### config.mk
export PLATFORM = sky130hd
export DESIGN_NAME = ttt_turn_sequencer_flat
export DESIGN_NICKNAME = d
export VERILOG_FILES = /design/src/rtl/ttt_pkg.sv /design/src/rtl/ttt_turn_sequencer_if.sv /design/src/rtl/ttt_edge_det.sv /design/src/rtl/ttt_turn_sequencer.sv /design/src/flat_wrapper.sv
export SDC_FILE = /design/constraint.sdc
export NUM_CORES = 1
export LEC_CHECK = 0
export CORE_UTILIZATION = 48
export CTS_BUF_LIST = sky130_fd_sc_hd__clkbuf_4 sky130_fd_sc_hd__clkbuf_8
export DETAILED_ROUTE_END_ITERATION = 12
export PLACE_DENSITY = 0.77
export SETUP_SLACK_MARGIN = 0.05
export SYNTH_ARGS = -nofsm -noshare
export SYNTH_HDL_FRONTEND = slang
export SYNTH_SLANG_ARGS = --single-unit
### constraint.sdc
create_clock -name clk -period 2.5 [get_ports clk]
set_input_delay 0.75 -clock clk [delete_from_list [all_inputs] [get_ports clk]]
set_output_delay 0.75 -clock clk [all_outputs]
set_load 0.02 [all_outputs]
### src/rtl/ttt_pkg.sv
// Shared types and constants for the tic-tac-toe turn controller.
package ttt_pkg;

    localparam logic [1:0] P_NONE = 2'b00;
    localparam logic [1:0] P_ONE  = 2'b01;
    localparam logic [1:0] P_TWO  = 2'b10;

    localparam int NUM_CELLS = 9;

    typedef enum logic [2:0] {
        P1_TURN,
        P2_TURN,
        COMMIT,
        SETTLE,
        OVER
    } state_t;

    // True when pos names a real cell that is still empty.
    function automatic logic legal_cell(
        logic [NUM_CELLS-1:0] occ,
        logic [3:0]           pos
    );
        logic ok;
        ok = 1'b0;
        for (int i = 0; i < NUM_CELLS; i++) begin
            if (pos == 4'(i) && !occ[i]) ok = 1'b1;
        end
        return ok;
    endfunction

endpackage

### src/rtl/ttt_turn_sequencer_if.sv
// Player inputs, board write port and game status of the turn controller.
interface ttt_turn_sequencer_if;
    import ttt_pkg::*;

    logic                 p1;
    logic                 p2;
    logic [3:0]           p1_pos;
    logic [3:0]           p2_pos;
    logic [NUM_CELLS-1:0] board_occ;
    logic [1:0]           winner;
    logic                 wr_en;
    logic [3:0]           wr_addr;
    logic [1:0]           wr_who;
    logic [1:0]           turn;
    logic                 illegal_move;
    logic                 timeout;
    logic [3:0]           move_cnt;
    logic                 game_over;
    logic                 draw;

    modport master (
        input  p1, p2, p1_pos, p2_pos, board_occ, winner,
        output wr_en, wr_addr, wr_who, turn, illegal_move,
        output timeout, move_cnt, game_over, draw
    );

    modport slave (
        output p1, p2, p1_pos, p2_pos, board_occ, winner,
        input  wr_en, wr_addr, wr_who, turn, illegal_move,
        input  timeout, move_cnt, game_over, draw
    );

endinterface

### src/rtl/ttt_edge_det.sv
// Rising-edge detector; prev resets high so a button held through reset
// does not register as a press.
module ttt_edge_det (
    input  logic clk,
    input  logic reset,
    input  logic d,
    output logic rise
);

    logic prev;

    always_ff @(posedge clk) begin
        if (!reset) prev <= 1'b1;
        else        prev <= d;
    end

    assign rise = d & ~prev;

endmodule

### src/rtl/ttt_turn_sequencer.sv
// Turn controller: arbitrates the board write port between two players,
// enforces alternation, times out idle turns and declares win or draw.
module ttt_turn_sequencer
    import ttt_pkg::*;
#(
    parameter int TIMEOUT_CYC = 1000,
    parameter int TMR_W       = 16
) (
    input logic                    clk,
    input logic                    reset,
    ttt_turn_sequencer_if.master   bus
);

    state_t           state;
    logic [TMR_W-1:0] tmr;

    logic p1_rise, p2_rise;
    logic is_p2, act_rise, ina_rise, act_ok, to_hit;
    logic [3:0] act_pos;

    ttt_edge_det u_p1_edge (
        .clk   (clk),
        .reset (reset),
        .d     (bus.p1),
        .rise  (p1_rise)
    );

    ttt_edge_det u_p2_edge (
        .clk   (clk),
        .reset (reset),
        .d     (bus.p2),
        .rise  (p2_rise)
    );

    assign is_p2    = (state == P2_TURN);
    assign act_rise = is_p2 ? p2_rise : p1_rise;
    assign ina_rise = is_p2 ? p1_rise : p2_rise;
    assign act_pos  = is_p2 ? bus.p2_pos : bus.p1_pos;
    assign act_ok   = legal_cell(bus.board_occ, act_pos);
    assign to_hit   = (TIMEOUT_CYC != 0) &&
                      (tmr == TMR_W'(TIMEOUT_CYC - 1));

    always_ff @(posedge clk) begin
        if (!reset) begin
            state            <= P1_TURN;
            tmr              <= '0;
            bus.wr_en        <= 1'b0;
            bus.wr_addr      <= 4'd0;
            bus.wr_who       <= P_NONE;
            bus.turn         <= P_ONE;
            bus.illegal_move <= 1'b0;
            bus.timeout      <= 1'b0;
            bus.move_cnt     <= 4'd0;
            bus.game_over    <= 1'b0;
            bus.draw         <= 1'b0;
        end else begin
            bus.wr_en        <= 1'b0;
            bus.illegal_move <= 1'b0;
            bus.timeout      <= 1'b0;
            unique case (state)
                P1_TURN, P2_TURN: begin
                    if (act_rise && act_ok) begin
                        state            <= COMMIT;
                        tmr              <= '0;
                        bus.wr_en        <= 1'b1;
                        bus.wr_addr      <= act_pos;
                        bus.wr_who       <= is_p2 ? P_TWO : P_ONE;
                        bus.illegal_move <= ina_rise;
                        if (bus.move_cnt != 4'(NUM_CELLS))
                            bus.move_cnt <= bus.move_cnt + 4'd1;
                    end else begin
                        bus.illegal_move <= act_rise | ina_rise;
                        // an illegal attempt by the mover restarts their clock
                        if (act_rise) begin
                            tmr <= '0;
                        end else if (to_hit) begin
                            tmr         <= '0;
                            bus.timeout <= 1'b1;
                            state       <= is_p2 ? P1_TURN : P2_TURN;
                            bus.turn    <= is_p2 ? P_ONE : P_TWO;
                        end else begin
                            tmr <= tmr + 1'b1;
                        end
                    end
                end
                COMMIT: state <= SETTLE;
                SETTLE: begin
                    tmr <= '0;
                    if (bus.winner != P_NONE) begin
                        state         <= OVER;
                        bus.turn      <= P_NONE;
                        bus.game_over <= 1'b1;
                    end else if (bus.move_cnt == 4'(NUM_CELLS)) begin
                        state         <= OVER;
                        bus.turn      <= P_NONE;
                        bus.game_over <= 1'b1;
                        bus.draw      <= 1'b1;
                    end else if (bus.wr_who == P_ONE) begin
                        state    <= P2_TURN;
                        bus.turn <= P_TWO;
                    end else begin
                        state    <= P1_TURN;
                        bus.turn <= P_ONE;
                    end
                end
                OVER: bus.illegal_move <= p1_rise | p2_rise;
                default: state <= P1_TURN;
            endcase
        end
    end

endmodule
### src/flat_wrapper.sv
// flat-port wrapper written by rule: the top's interface ports become plain ports
module ttt_turn_sequencer_flat import ttt_pkg::*;
#(
    parameter int TIMEOUT_CYC = 1000,
    parameter int TMR_W       = 16
)
  (clk, reset, bus_p1, bus_p2, bus_p1_pos, bus_p2_pos, bus_board_occ, bus_winner, bus_wr_en, bus_wr_addr, bus_wr_who, bus_turn, bus_illegal_move, bus_timeout, bus_move_cnt, bus_game_over, bus_draw);
  ttt_turn_sequencer_if bus_i ();
  input logic clk;
  input logic reset;
  input wire logic [$bits(bus_i.p1)-1:0] bus_p1;
  input wire logic [$bits(bus_i.p2)-1:0] bus_p2;
  input wire logic [$bits(bus_i.p1_pos)-1:0] bus_p1_pos;
  input wire logic [$bits(bus_i.p2_pos)-1:0] bus_p2_pos;
  input wire logic [$bits(bus_i.board_occ)-1:0] bus_board_occ;
  input wire logic [$bits(bus_i.winner)-1:0] bus_winner;
  output wire logic [$bits(bus_i.wr_en)-1:0] bus_wr_en;
  output wire logic [$bits(bus_i.wr_addr)-1:0] bus_wr_addr;
  output wire logic [$bits(bus_i.wr_who)-1:0] bus_wr_who;
  output wire logic [$bits(bus_i.turn)-1:0] bus_turn;
  output wire logic [$bits(bus_i.illegal_move)-1:0] bus_illegal_move;
  output wire logic [$bits(bus_i.timeout)-1:0] bus_timeout;
  output wire logic [$bits(bus_i.move_cnt)-1:0] bus_move_cnt;
  output wire logic [$bits(bus_i.game_over)-1:0] bus_game_over;
  output wire logic [$bits(bus_i.draw)-1:0] bus_draw;
  assign bus_i.p1 = bus_p1;
  assign bus_i.p2 = bus_p2;
  assign bus_i.p1_pos = bus_p1_pos;
  assign bus_i.p2_pos = bus_p2_pos;
  assign bus_i.board_occ = bus_board_occ;
  assign bus_i.winner = bus_winner;
  assign bus_wr_en = bus_i.wr_en;
  assign bus_wr_addr = bus_i.wr_addr;
  assign bus_wr_who = bus_i.wr_who;
  assign bus_turn = bus_i.turn;
  assign bus_illegal_move = bus_i.illegal_move;
  assign bus_timeout = bus_i.timeout;
  assign bus_move_cnt = bus_i.move_cnt;
  assign bus_game_over = bus_i.game_over;
  assign bus_draw = bus_i.draw;
  ttt_turn_sequencer #(.TIMEOUT_CYC(TIMEOUT_CYC), .TMR_W(TMR_W)) u_core (.clk(clk), .reset(reset), .bus(bus_i));
endmodule
# Word level (Yosys, flattened, before mapping)
# Cells that the tools add are included.
[totals] mem_bits_rw=0 register_bits=38 latch_bits=0 inputBits=23 mem_bits_ro=0 memories=0
[classes] reduce_logical=33 n_mux=39 magnitude_cmp=0 addsub=2 shift=0 n_bitwise=10 n_eq_ne=21 div_mod_pow=0 multipliers=0
[op_table] op="16-bit two-way mux" n=3
[op_table] op="16-bit one-hot mux with 2 select lines" n=1
[op_table] op="1-bit two-way mux" n=18
[op_table] op="16-bit by 1-bit adder with 16-bit output, second input constant" n=1
[op_table] op="16-bit by 10-bit == test with 1-bit output, second input constant" n=1
[op_table] op="4-bit by 3-bit == test with 1-bit output, second input constant" n=4
[op_table] op="2-bit two-way mux" n=8
[op_table] op="3-bit two-way mux" n=5
[op_table] op="3-bit one-hot mux with 4 select lines" n=1
[op_table] op="1-bit logical AND" n=10
[op_table] op="1-bit zero test" n=9
[op_table] op="3-bit AND reduction" n=3
[op_table] op="4-bit by 2-bit == test with 1-bit output, second input constant" n=2
[op_table] op="4-bit == test, second input constant" n=2
[op_table] op="3-bit by 2-bit == test with 1-bit output, second input constant" n=2
[op_table] op="1-bit NOT" n=6
[op_table] op="2-bit AND reduction" n=3
[op_table] op="2-bit nonzero test" n=3
[op_table] op="4-bit by 1-bit adder with 4-bit output, second input constant" n=1
[op_table] op="4-bit by 1-bit == test with 1-bit output, second input constant" n=1
[op_table] op="4-bit zero test" n=1
[op_table] op="4-bit two-way mux" n=1
[op_table] op="2-bit inequality test, second input constant" n=2
[op_table] op="4-bit inequality test, second input constant" n=1
[op_table] op="other kinds (14)" n=16

# Logic depth before layout (Yosys ltp)
# Gate-level depths: netlist of the first run.
[logic_depth] word_depth=16 depth_mapped=10 mapped_depth_nobuf=8

# Cells and area by module
# Synthesis of the first run repeated with hierarchy kept, for this count alone.
[unflattened] hier_cells=242 hier_area_um2=2055.7
[modules_own_cells] mod="ttt_turn_sequencer" cells_each=236 instances=1 area_each_um2=1975.6
[modules_own_cells] mod="ttt_edge_det" cells_each=3 instances=2 area_each_um2=40.0

# Worst setup path after synthesis of the first run
# Ideal clock, no wire load.
[synth_timing] path_kind="input port to flip-flop" start="input bus_p1_pos[0]" end="register u_core.bus.move_cnt[2]" n_path_buf=1 slack_ns=-0.091 setup_ns=0.071 required_time_ns=2.429 arrival_time_ns=2.520 stages=7 path_cell_list="mux4_2 > or4_1 > o41ai_2 > nor4_1 > buf_6 > or4b_1 > a21oi_1"
[synth_between] elab_chain_cells=14 elab_cells_between_ends=30 classes_between="eq/ne (8); mux (10); reduce/logical (12)"
[synth_lines] element="from (decl)" line_no="flat_wrapper.sv:13" rtl="input wire logic [$bits(bus_i.p1_pos)-1:0] bus_p1_pos;"
[synth_lines] element="4-bit two-way mux (*)" line_no="ttt_turn_sequencer.sv:38" rtl="assign act_pos = is_p2 ? bus.p2_pos : bus.p1_pos;"
[synth_lines] element="4-bit zero test" line_no="ttt_pkg.sv:26" rtl="if (pos == 4'(i) && !occ[i]) ok = 1'b1;"
[synth_lines] element="1-bit logical AND" line_no="ttt_pkg.sv:26"
[synth_lines] element="1-bit two-way mux (8 in series)" line_no="ttt_pkg.sv:26"
[synth_lines] element="1-bit two-way mux (*)" line_no="ttt_pkg.sv:26"
[synth_lines] element="1-bit logical AND (*)" line_no="ttt_turn_sequencer.sv:62" rtl="if (act_rise && act_ok) begin"
[synth_lines] element="3-bit AND reduction (no source line) (*)"
[synth_lines] element="to (signal assigned)" line_no="ttt_turn_sequencer.sv:70" rtl="bus.move_cnt <= bus.move_cnt + 4'd1;"
[synth_lines] element="to (decl)" line_no="ttt_turn_sequencer_if.sv:24" rtl="output timeout, move_cnt, game_over, draw"
# Mark *: on every way between the ends. The rest lies on a longest branch, timed or not.
# A chain may end at the register's enable or synchronous reset.

# Worst setup path after layout of the first run
[layout_timing] start="input bus_p1_pos[3]" end="register u_core.state[1]"
[layout_between] elab_chain_cells=15 elab_cells_between_ends=34 classes_between="eq/ne (10); mux (12); reduce/logical (12)"
[layout_lines] element="4-bit two-way mux (*)" line_no="ttt_turn_sequencer.sv:38"
[layout_lines] element="4-bit zero test" line_no="ttt_pkg.sv:26"
[layout_lines] element="1-bit logical AND" line_no="ttt_pkg.sv:26"
[layout_lines] element="1-bit two-way mux (8 in series)" line_no="ttt_pkg.sv:26"
[layout_lines] element="1-bit two-way mux (*)" line_no="ttt_pkg.sv:26"
[layout_lines] element="1-bit logical AND (*)" line_no="ttt_turn_sequencer.sv:62"
[layout_lines] element="3-bit two-way mux (tied with other cells)" line_no="ttt_turn_sequencer.sv:62"
[layout_lines] element="3-bit one-hot mux with 4 select lines or 3-bit AND reduction (tied branches)"
[layout_lines] element="to (signal assigned)" line_no="ttt_turn_sequencer.sv:79" rtl="state <= is_p2 ? P1_TURN : P2_TURN;"
[layout_lines] element="to (decl)" line_no="ttt_turn_sequencer.sv:14" rtl="state_t state;"
# Marks and branches as above.

==> flow_summary_export.csv, run 1 <==
group,metric,value,unit
die,die_area,0.00464,mm2
timing,setup_viol,0,
route,drt_pass1_iterations,4,
status,status,"complete, no violations",
yosys,synth_edf_count,0,
route,wire_per_inst,15.6,um
yosys,yosys.area_share.adder,1.79,%
yosys,synthFlopType,"dfxtp_1",
cells_and_area,final_cell_area,0.00293,mm2
clock_network,ctsHoldBuffers,0,
yosys,postSynthAreaPerCell,8.13,um2
placed_design,place.gp.congestion,0.808,
cells_and_area,fillers,322,
clock_network,cts.sinks,38,
clock_network,cts_buffers,5,
die,core,0.00409,mm2
hold_path,hold_path.class,"flop to flop",
power,power_density,478,mW/mm2
cells_and_area,nets,350,
die,die_x,68.1,um
route,avgViaCountPerCell,5.94,
timing,relSlewSlack,50.6,%
yosys,async_flop_share,0,%
yosys,synth_top_family_by_area,"simple AND/OR/NAND/NOR gates",
setup_path,crit_family,"buffers and inverters",
setup_path,path_cells,"clkdlybuf4s50_1 -> nor2b_1 -> o2111ai_1 -> a22oi_2 -> buf_4 -> nor4_4 -> buf_6 -> or3_4 -> a21oi_2",
setup_path,path_class,"primary input to flop",
timing,slew_viol_final,0,
timing,tightest_slew,0.736,ns
setup_path,slowest_stage,"clkdlybuf4s50_1",
setup_path,end_kind,"flop",
placed_design,placed_area,0.00274,mm2
die,dieHeight,68.1,um
cells_and_area,multi_input_area,0.00134,mm2
cells_and_area,syn_to_final_growth,39.5,%
global_routing,grt_usage,26.2,%
route,drcViolationCount,0,
route,vias,2227,
yosys,synth_compound_area_share,20.9,%
timing,timing.setup.tns,0,ns
power,leakagePower,1.15,nW
placed_design,portBuffers,39,
setup_path,max_stage_delay,0.48,ns
yosys,syn_nets,284,
hold_path,worstHoldPathCells,2,
clock_network,clk_pin_slew,0.07,ns
clock_network,cts_buffer_depth,2,
setup_path,critPathBufInv,3,
global_routing,grt_max_degree,26,
global_routing,grt_pass1_wl,9.03,mm
yosys,syn-cell-area,0.00210,mm2
power,ir_drop,0.395,mV
global_routing,grt_pass1_vias,1924,
yosys,synth.area.mux_share,4.30,%
die,initial_utilization,51.3,%
power,p_total,1.40,mW
setup_path,crit_fanout,7,
yosys,yosys.area_share.simple,32.6,%
timing,hold_viol,0,
global_routing,grt-ovfl-total,0,
clock_network,cts_tree,"yes",
die,rows,23,
timing,period_share,98.1,%
route,antenna_left,0,
route,drt_iter0_markers,242,
yosys,synth_xor_area_share,0,%
yosys,seq_area_frac_synth,36.3,%
setup_path,reg2reg_depth,7,
yosys,synth.distinct_cells,47,
timing,skew,0.00746,ns
timing,period_minus_slack,2.45,ns
route,wirelength,5.84,mm
clock_network,cts_max_level,2,
timing,max_freq,0.408,GHz
setup_path,startpoint_type,"primary input",
setup_path,critPathArrivalTime,2.68,ns
cells_and_area,drive_above_1_share,20.6,%
cells_and_area,n_antenna_cell,0,
placed_design,dpl.hpwl,4.18,mm
cells_and_area,seq_area,761,um2
clock_network,clk_latency,0.29,ns
setup_path,crit_required,2.72,ns
clock_network,ctsRootBufferMaster,"clkbuf_8",
die,ios,40,
setup_path,cp.depth,9,
yosys,yosysWarningCount,0,
timing,rsz0062_at_grt,"yes",
yosys,postSynthCellCount,258,
yosys,ys_seq_elements,38,
job,drv_cap,0,
global_routing,antenna_found_initial,0,
## through the flow
| step | utilization [%] | instances | hold WS [ns] | setup slack [ns] |
|---|---|---|---|---|
| after floorplan | - | 258 | 0.458 | -0.0757 |
| after global placement | 67.0 | 366 | 0.459 | -0.533 |
| after detailed placement | 67.0 | 366 | 0.465 | -0.582 |
| after CTS | 70.1 | 375 | 0.481 | 0.0106 |
| after global routing | 71.6 | 375 | 0.518 | 0.00108 |
| final | 71.6 | 375 | 0.479 | 0.0468 |
## placed cells by master (no fill, tap or decap), types with 3 or more instances in the layout
cell type        instances
nor2b_1                  4
a41oi_1                  3
a21o_1                   3
nand3b_1                 4
a21oi_1                 22
o21ai_1                  6
ha_1                     3
nor4_1                   3
nand3_1                  9
dfxtp_1                 38
inv_1                    3
clkbuf_8                 5
and3_1                   5
nor4b_1                  3
clkdlybuf4s50_1         30
buf_2                    4
mux2i_1                  3
o21ai_0                  6
nand2_1                 26
dlygate4sd2_1            3
buf_4                   34
nand2b_1                10
nor3b_1                  4
nor3_1                   8
nor2_1                  26
nand4_1                  4
a311oi_1                 6
## final cells by class
class	count	share of cell area, %
flip-flops and latches	38	26.0
multi-input cells	202	45.8
clock inverters	1	1.03
inverters	3	0.385
repair buffers	74	21.8
well taps	50	2.14
clock buffers	7	2.87
## tightest hold or removal path: cells and delay by family (launching register included)
kind	cells	cell delay, ns
muxes	1	0.07
and+or+nand+nor	1	0.06
DFF	1	0.33
## Yosys cell counts (3+ instances only)
cell type	count	area share, %
nand2_1	26	4.7
and3_1	6	1.8
nor2b_1	5	1.5
a21oi_1	24	5.7
or3_1	3	0.90
nor3b_1	4	1.4
nand2b_1	10	3.0
nand3_1	9	2.1
nor4_1	4	1.2
nand3b_1	4	1.4
a41oi_1	3	1.3
nor2_1	27	4.8
or4_1	4	1.4
mux2i_1	3	1.4
nor4b_1	4	1.7
dfxtp_1	38	36
a21o_1	3	1.1
ha_1	3	1.8
a22oi_1	3	1.1
o21ai_1	6	1.4
nor3_1	9	2.1
clkbuf_1	12	2.1
inv_1	3	0.54
a311oi_1	7	2.9
nand4_1	4	1.2
o21ai_0	6	1.4
## sequential cells by signal, indices dropped and copies added (netlist names)
| name | count |
|---|---|
| u_core.bus.wr_en | 1 |
| u_core.state | 3 |
| u_core.bus.wr_who | 2 |
| u_core.u_p2_edge.prev | 1 |
| u_core.bus.game_over | 1 |
| u_core.bus.draw | 1 |
| u_core.u_p1_edge.prev | 1 |
| u_core.bus.turn | 2 |
| u_core.tmr | 16 |
| u_core.bus.timeout | 1 |
| u_core.bus.wr_addr | 4 |
| u_core.bus.move_cnt | 4 |
| u_core.bus.illegal_move | 1 |
## worst paths after layout
check	startpoint	to	slack, ns
worst max-delay path	bus_p1_pos[3]	u_core.state[1]	0.05
worst min-delay path	u_core.bus.turn[0]	u_core.bus.turn[0]	0.48
worst max register to register	u_core.state[0]	u_core.bus.move_cnt[1]	0.19
worst min register to register	u_core.bus.turn[0]	u_core.bus.turn[0]	0.48
## repair_timing
| item | CTS | global route |
|---|---|---|
| setup buffers | 1 | 0 |
| pin swaps | 9 | 5 |
| resized for setup | 26 | 12 |
| endpoints found under the setup margin | 14 | 12 |
## power breakdown
group | internal, mW | switching, mW | leakage [nW] | total, mW
Sequential | 0.618 | 0.0105 | 0.308 | 0.629
Clock | 0.320 | 0.209 | 0.0593 | 0.529
Combinational | 0.123 | 0.118 | 0.778 | 0.241
Total | 1.06 | 0.338 | 1.15 | 1.40
## cell families (layout without fill, tap and decap cells)
kind of cell / Yosys count / after routing
fa+ha+maj: 3 / 3
buf+inv: 18 / 85
mux: 6 / 6
simple gates: 127 / 127
compound gates: 66 / 66
flops: 38 / 38
## metal layers
metal / global-route usage, % / share of wire [%] / wire (um)
met1: 37.9 / 47 / 2730
met5: 0 / 0 / 0
met2: 38.6 / 46 / 2710
met3: 6.00 / 5.4 / 318
met4: 6.51 / 1.4 / 80
Power figures use the tool's default switching activity.
==> run 2, diff against run 1 <==
- CORE_MARGIN: unset -> 3
==> run 2 against run 1 <==
Effect of this change:
- final cell count shrank 1.9%
- critical endpoint is now u_core.bus.move_cnt[2]
- first-iteration DRC count shrank 33%
- setup slack gained 0.029 ns
- non-clock buffer count shrank 7
- power shrank 7.1%
- clock skew grew 0.00082 ns
- largest power group unchanged
- register-to-register slack is essentially flat
- highest routed layer unchanged
==> flow_summary_export.csv, run 2 (synthesized netlist as in run 1, its figures left out) <==
group,metric,value,unit
global_routing,antenna_found_initial,0,
cells_and_area,layout_common_cells,"dfxtp_1 (38), clkdlybuf4s50_1 (31), nor2_1 (27), buf_4 (27), nand2_1 (26)",
route,drt_iter0_markers,161,
route,avgViaCountPerCell,5.76,
setup_path,path_class,"primary input to flop",
timing,hold_viol,0,
global_routing,grt-ovfl-total,0,
die,initial_utilization,51.0,%
global_routing,grt_pass1_wl,9.32,mm
clock_network,cts_buffers,5,
setup_path,critPathArrivalTime,2.66,ns
job,drv_cap,0,
cells_and_area,syn_to_final_growth,35.5,%
clock_network,ctsHoldBuffers,0,
route,wirelength,5.39,mm
placed_design,portBuffers,39,
timing,tightest_slew,0.676,ns
route,wire_per_inst,14.6,um
global_routing,grt_usage,22.3,%
die,dieHeight,72.1,um
cells_and_area,reg_top3,"u_core.tmr: 16 flops, u_core.bus.move_cnt: 4 flops, u_core.bus.wr_addr: 4 flops",
hold_path,min-delay-start,"u_core.bus.draw",
placed_design,place.gp.congestion,0.862,
die,ios,40,
cells_and_area,utilization,69.0,%
cells_and_area,nets,343,
die,core,0.00412,mm2
timing,setup_viol,0,
setup_path,r2r_slack,0.20,ns
cells_and_area,n_antenna_cell,0,
timing,timing.setup.tns,0,ns
power,power_density,457,mW/mm2
setup_path,startpoint_type,"primary input",
die,die_area,0.00520,mm2
power,leakagePower,1.09,nW
clock_network,cts.sinks,38,
timing,period_minus_slack,2.42,ns
clock_network,clk_pin_slew,0.08,ns
power,ir_drop,0.361,mV
clock_network,cts_tree,"yes",
clock_network,ctsRootBufferMaster,"clkbuf_8",
die,die_x,72.1,um
clock_network,cts_setup_buffers,0,
cells_and_area,final_common_cell,"dfxtp_1",
timing,relSlewSlack,54.6,%
global_routing,grt_max_degree,30,
setup_path,reg2reg_depth,7,
status,status,"complete, no violations",
hold_path,worstHoldPathCells,2,
clock_network,clk_latency,0.30,ns
clock_network,cts_buffer_depth,2,
placed_design,dpl.hpwl,4.00,mm
route,drt_pass1_iterations,4,
cells_and_area,largest-register,"u_core.tmr",
die,rows,23,
timing,period_share,97.0,%
timing,rsz0062_at_grt,"yes",
setup_path,end_kind,"flop",
setup_path,crit_fanout,4,
route,antenna_left,0,
cells_and_area,largest_reg_flops,16,
setup_path,rr_endpoint,"u_core.bus.move_cnt[2]",
setup_path,crit_required,2.74,ns
global_routing,grt_pass1_vias,1919,
timing,max_freq,0.412,GHz
timing,skew,0.00827,ns
hold_path,hold_path.class,"flop to flop",
route,drcViolationCount,0,
cells_and_area,drive_above_1_share,18.6,%
timing,slew_viol_final,0,
route,vias,2118,
clock_network,cts_max_level,2,
setup_path,critical_path.reg2reg.startpoint,"u_core.state[1]",
hold_path,hold_end,"u_core.bus.draw",
[run 2: layer usage]
metal / routed length [um] / GRT usage, % / up-vias
met1: 2720 / 34.3 / 982
met3: 213 / 6.09 / 7
met5: 0 / 0 / -
met2: 2390 / 30.4 / 44
met4: 62 / 5.43 / 0
li1: - / - / 1085
[run 2: timing repair]
item                                   4_1_cts  5_1_grt
endpoints found under the hold margin        0        0
pin swaps                                    8        7
gates resized for setup                     26       11
setup endpoints to repair                   14       17
[run 2: worst max-delay path, stage by stage]
cell	delay, ns
clkdlybuf4s50_1	0.42
buf_4	0.15
or4_4	0.52
o41ai_4	0.09
nor4_4	0.08
or4b_4	0.52
a21oi_2	0.13
[run 2: final cells by class]
type | count | area [um2]
clock inverters | 2 | 12.5
clock buffers | 6 | 82.6
inverters | 3 | 11.3
flip-flops and latches | 38 | 761
repair buffers | 67 | 578
fillers | 353 | 1270
well taps | 50 | 62.6
multi-input cells | 202 | 1330
[run 2: through the flow]
stage / hold WS [ns] / total power, mW / setup WS, ns / cells / area, um2
floorplan: 0.458 / 0.754 / -0.0757 / 258 / 2100
global placement: 0.453 / 0.853 / -0.544 / 360 / 2690
detailed placement: 0.463 / 0.857 / -0.570 / 360 / 2690
CTS: 0.483 / 1.30 / 0.0401 / 368 / 2790
global route: 0.495 / 1.36 / 0.0347 / 368 / 2840
finish: 0.476 / 1.30 / 0.0753 / 368 / 2840
[run 2: report_power, final]
part	switching (mW)	internal [mW]
Clock	0.223	0.222
Sequential	0.0110	0.618
Combinational	0.111	0.115
Total	0.345	0.954
[run 2: worst max path at each step]
stage,startpoint,to,depth (start not counted)
finish,bus_p1_pos[2],u_core.bus.move_cnt[2],7
global route,bus_p1_pos[2],u_core.bus.move_cnt[3],8
CTS,bus_p2_pos[2],u_core.bus.move_cnt[3],8
detailed placement,bus_p1_pos[0],u_core.bus.move_cnt[3],7
global placement,bus_p1_pos[0],u_core.bus.move_cnt[3],7
floorplan,bus_p1_pos[0],u_core.bus.move_cnt[2],7
